`src/rtl/calc_frame_receiver.sv`:
```
// Receiving end of the calculator serial result link: rebuilds 32-bit frames
// from SIZE-bit chunks, splits them into fields and flags truncated transfers.
module calc_frame_receiver #(
   parameter int SIZE = 4
) (
   input  logic            Clk,
   input  logic            Reset,
   input  logic            ClkTx,
   input  logic            DinValid,
   input  logic [SIZE-1:0] DataIn,
   output logic [31:0]     FrameOut,
   output logic [7:0]      InA,
   output logic [7:0]      InB,
   output logic [7:0]      AluOut,
   output logic [3:0]      SelOut,
   output logic [3:0]      FlagOut,
   output logic            FrameValid,
   output logic            FrameError,
   output logic            RxBusy
);

   localparam int NUM_CHUNKS = 32 / SIZE;
   localparam int CNT_W      = (NUM_CHUNKS > 1) ? $clog2(NUM_CHUNKS) : 1;
   localparam logic [CNT_W-1:0] LAST_CNT  = CNT_W'(NUM_CHUNKS - 1);
   localparam logic [CNT_W-1:0] FIRST_CNT = (NUM_CHUNKS > 1) ? CNT_W'(1) : '0;

   typedef enum logic [1:0] {
      IDLE,
      RECV,
      DONE,
      DRAIN
   } rxState_t;

   rxState_t         state;
   rxState_t         nextState;
   logic             clkTxQ;
   logic             txEdge;
   logic [31:0]      shiftReg;
   logic [31:0]      shiftNext;
   logic [CNT_W-1:0] chunkCnt;
   logic             doFirst;
   logic             doShift;
   logic             doLoad;
   logic             doError;

   // ClkTx is only a level; a rising edge is a cycle where it is high now
   // but was low on the previous Clk. clkTxQ resets high so a ClkTx that is
   // already high at reset release never looks like an edge.
   assign txEdge = ClkTx & ~clkTxQ;

   // Chunks arrive MSB first, so each new chunk enters at the bottom and the
   // older ones move up. A single-chunk frame simply replaces the register.
   if (SIZE == 32) begin : gWholeFrame
      assign shiftNext = DataIn;
   end else begin : gChunkShift
      assign shiftNext = {shiftReg[31-SIZE:0], DataIn};
   end

   // Next-state decode. Losing DinValid in RECV aborts the frame even on a
   // cycle that also carries a ClkTx edge; that chunk is never counted.
   always_comb begin
      nextState = state;
      doFirst   = 1'b0;
      doShift   = 1'b0;
      doLoad    = 1'b0;
      doError   = 1'b0;
      case (state)
         IDLE: begin
            if (txEdge && DinValid) begin
               doFirst   = 1'b1;
               nextState = (NUM_CHUNKS == 1) ? DONE : RECV;
            end
         end
         RECV: begin
            if (!DinValid) begin
               doError   = 1'b1;
               nextState = IDLE;
            end else if (txEdge) begin
               doShift = 1'b1;
               if (chunkCnt == LAST_CNT) begin
                  nextState = DONE;
               end
            end
         end
         DONE: begin
            doLoad    = 1'b1;
            nextState = DinValid ? DRAIN : IDLE;
         end
         DRAIN: begin
            if (!DinValid) begin
               nextState = IDLE;
            end
         end
         default: nextState = IDLE;
      endcase
   end

   // State register; any reset, even mid-frame, abandons the transfer.
   always_ff @(posedge Clk or posedge Reset) begin
      if (Reset) begin
         state <= IDLE;
      end else begin
         state <= nextState;
      end
   end

   // Datapath: edge history, chunk shifting and counting, and the published
   // frame with its one-cycle valid and error pulses. The published frame is
   // only touched in DONE, so an aborted frame leaves the last good one intact.
   always_ff @(posedge Clk or posedge Reset) begin
      if (Reset) begin
         clkTxQ     <= 1'b1;
         shiftReg   <= '0;
         chunkCnt   <= '0;
         FrameOut   <= '0;
         FrameValid <= 1'b0;
         FrameError <= 1'b0;
      end else begin
         clkTxQ     <= ClkTx;
         FrameValid <= doLoad;
         FrameError <= doError;
         if (doFirst) begin
            shiftReg <= shiftNext;
            chunkCnt <= FIRST_CNT;
         end else if (doShift) begin
            shiftReg <= shiftNext;
            chunkCnt <= (chunkCnt == LAST_CNT) ? '0 : chunkCnt + 1'b1;
         end else if (doError) begin
            chunkCnt <= '0;
         end
         if (doLoad) begin
            FrameOut <= shiftReg;
         end
      end
   end

   // Field views of the last complete frame.
   assign InA     = FrameOut[31:24];
   assign InB     = FrameOut[23:16];
   assign AluOut  = FrameOut[15:8];
   assign SelOut  = FrameOut[7:4];
   assign FlagOut = FrameOut[3:0];
   assign RxBusy  = (state == RECV);

endmodule

```
`config.mk`:
```
export PLATFORM = sky130hd
export DESIGN_NAME = calc_frame_receiver
export DESIGN_NICKNAME = d
export VERILOG_FILES = /design/src/rtl/calc_frame_receiver.sv
export SDC_FILE = /design/constraint.sdc
export NUM_CORES = 1
export LEC_CHECK = 0
export ABC_AREA = 1
export CELL_PAD_IN_SITES_DETAIL_PLACEMENT = 1
export CELL_PAD_IN_SITES_GLOBAL_PLACEMENT = 2
export CORE_ASPECT_RATIO = 1.75
export CORE_MARGIN = 8
export CORE_UTILIZATION = 33
export CTS_BUF_LIST = sky130_fd_sc_hd__clkbuf_8
export CTS_CLUSTER_SIZE = 10
export DETAILED_ROUTE_END_ITERATION = 16
export GPL_ROUTABILITY_DRIVEN = 0
export PLACE_DENSITY_LB_ADDON = 0.1
export SYNTH_ARGS = -nofsm -noshare
export SYNTH_HDL_FRONTEND = slang
export SYNTH_SLANG_ARGS = --single-unit
```
`constraint.sdc`:
```
create_clock -name Clk -period 5.2 [get_ports Clk]
set_input_delay 1.04 -clock Clk [delete_from_list [all_inputs] [get_ports Clk]]
set_output_delay 1.04 -clock Clk [all_outputs]
set_load 0.005 [all_outputs]
```
==> results.md <==
- Largest cells by area after synthesis: dfrtp_1 (60%), nand2_1 (10%), o21ai_0 (8.9%)
- Status: finished, final reports clean
- Switching pwr: 718 µW
- Clk_skew: 0.0101 ns
- Final period util: 52.1%
- Async set or reset register ratio after synthesis: 100%
- Largest net degree at the start of global routing: 62
- Cell taking the most area after synthesis: dfrtp_1
- CP arrival: 2.94 ns
- Total CTS buffers: 9
- FP Rows: 46
- Die Area: 12,400 µm²
- CTS tree: yes
- Sequential fraction of the synthesis area: 60.5%
- CP Class: primary input to flip-flop
- M3 GR Usage: 3.13%
- Simple-gate share of the synthesized area: 12.6%
- CTS Root Cell: clkbuf_8
- Ys flop type: dfrtp_1
- Drt initial violations: 159
- N_diodes: 0
- Worst hold path class: flip-flop to flip-flop
- Synthesized cell area: 2980 µm²
- WL/cell: 14.0 µm
- H-Tree Depth: 3
- Final setup viols: 0
- Final Critical Period: 2.71 ns
- Die Y: 142 µm
- Hold_buf cts: 0
- Clk_lat worst skew: 0.34 ns
- Post-synth top area share: 59.6%
- Commonest cells in the netlist: nand2_1 (82), dfrtp_1 (71), o21ai_0 (53)
- Clock slew at reported path FFs: 0.08 ns
- Synth unique cells: 18
- Int Power: 1580 µW
- Met2 global-route usage: 21.0%
- CP delay by family, top: simple AND/OR/NAND/NOR gates
- Total grt overflow: 0
- Worst Setup Start Kind: primary input
- Final Max Slew Viols: 0
- Synth Area in Adders: 0.840%
- Top-count cell post-synth: nand2_1
- Part of the power in registers: 41.2%
- PostCTS Resize Cnt: 0
- Post-Syn Nets: 327
- Starting Density: 33.4%
- Mux contribution to synthesized area: 0%
- Synth Instances: 317
- Rel. slew slack: 34.8%
- DRT Pass-1 Iters: 4
- Comb pwr share: 36.4%
- Port bufs: 74
- Largest family of logic cells by synthesized area: buffers and inverters
- Worst path max stage delay: 0.74 ns
- Crit-path cells: clkdlybuf4s50_1 -> inv_1 -> nor2_2 -> nand3_2 -> o21ai_0
- Peak supply drop: 0.000239 V
- Met1 Usage GRT: 12.5%
- # IOs: 75
- Setup Fix Bufs, Post-CTS: 0
- Gr usage total: 11.8%
- Number of global-route vias before repair: 2,219
- Detailed placement HPWL: 4900 µm
- Fmax: 369 MHz
- Final hold slack: 0.478 ns
- Worst slew pin tran: 0.976 ns
- Number of max-cap violations: 0
- XOR/XNOR Fraction of Synth Area: 0%
- Number of synthesized flops with an enable pin: 0
- CP Buf/Inv Count: 2
- CP max FO: 59
- P_leak: 0.00174 µW
- Initial antenna violation count: 0
- Switching Fraction: 31.2%
- Fin Setup TNS: 0 ns
- Clk sinks: 72
- Busiest grt layer: met2
- Power per cell area: 603 nW/µm²
- Fin nets: 369
- Final hold violation count: 0
- Setup crit end kind: flip-flop
- Post-route ant nets: 0
- CP max stage cell: nand3_2
- First-pass GRT wire length: 11,200 µm
- Final Util: 42.8%
- Post-route DRC violation count: 0
- Area Overhead vs Synth: 28.0%
- Clk buf depth: 2
- Syn avg cell area: 9.40 µm²
- Yosys warns: 0
- CP required: 5.43 ns
- FF+latch count, synth: 72
- Share of layout cells above drive strength 1: 6.59%
- Final wirelength: 6760 µm
- Core Area: 8920 µm²
- RSZ-0062 raised after global routing: false
- Die Wd: 87.8 µm
- Via density: 4.27
- Total power: 2300 µW
- DR vias: 2,067
- Clock power frac: 22.3%
- Complex-gate fraction of the synthesized area: 10.9%
- Fill cells: 1,026
kinds of logic after synthesis:
family,Yosys count
adder cells (fa/ha/maj),2
AND/OR/NAND/NOR,95
buffers and inverters,83
flip-flops,72
AO/OA/AOI/OAI,65
cell type report:
cell class,instances,area [µm²],share of cell area (%)
Clock buffer,12,165,4.33
Sequential cell,72,1800,47.3
Multi-Input combinational cell,162,726,19.0
Inverter,39,148,3.87
Clock inverter,4,75.1,1.97
Timing Repair Buffer,75,748,19.6
Tap cell,120,150,3.94
layer usage:
layer  wire length [µm]  part of all wire [%]
met2               3690                    55
met1               2630                    39
met3                338                   5.0
met5                  0                     0
met4                101                   1.5
worst min-delay path: cells and delay by family (launching register included):
family | cells | cell delay (ns)
flip-flops | 1 | 0.35
AND/OR/NAND/NOR | 2 | 0.11
layout by cell type, fill, tap and decap left out:
master           synthesis  final
inv_1                   38     37
ha_1                     2      2
dfrtp_1                 71     71
nand2_2                  1      1
buf_4                   32      1
nand3_1                  4      4
o21ai_1                 10     10
clkinv_2                 0      1
o21ai_0                 53     53
nand2_1                 82     82
inv_2                    1      1
clkinvlp_4               0      2
clkbuf_8                 0     12
dfstp_2                  1      1
nor2_2                   2      2
nor2_1                   5      5
a21oi_1                  2      2
nand3_2                  1      1
bufinv_16                0      2
clkdlybuf4s50_1          0     74
metrics by stage:
| step | instances | area, µm² | setup WS (ns) |
|---|---|---|---|
| finish | 484 | 3810 | 2.49 |
| global route | 484 | 3810 | 2.16 |
| CTS | 484 | 3810 | 2.46 |
| detailed placement | 468 | 3570 | 2.09 |
| global placement | 468 | 3570 | 2.19 |
| floorplan | 317 | 2980 | 2.34 |
power by group through the flow:
| stage | registers, µW | clock network [µW] | logic (µW) |
|---|---|---|---|
| 2_1_floorplan | 937 | 0 | 456 |
| 3_3_place_gp | 954 | 0 | 845 |
| 3_5_place_dp | 963 | 0 | 870 |
| 4_1_cts | 956 | 533 | 874 |
| 5_1_grt | 985 | 555 | 950 |
| 6_report | 948 | 514 | 838 |
registers in the layout (all words and copies together) (netlist names):
register and cells:
FrameOut 32, clkTxQ 1, state 2, FrameValid 1, FrameError 1, shiftReg 32, chunkCnt 3
worst paths after layout:
kind | start | end | slack [ns] | depth (start not counted)
max in group asynchronous | Reset | shiftReg[19] | 3.22 | 3
max reg2reg | state[1] | shiftReg[17] | 3.29 | 3
min | shiftReg[30] | FrameOut[30] | 0.48 | 2
max | ClkTx | shiftReg[17] | 2.49 | 5
min in group asynchronous | Reset | FrameOut[4] | 1.07 | 2
min reg2reg | shiftReg[30] | FrameOut[30] | 0.48 | 2
Power figures use the tool's default switching activity.
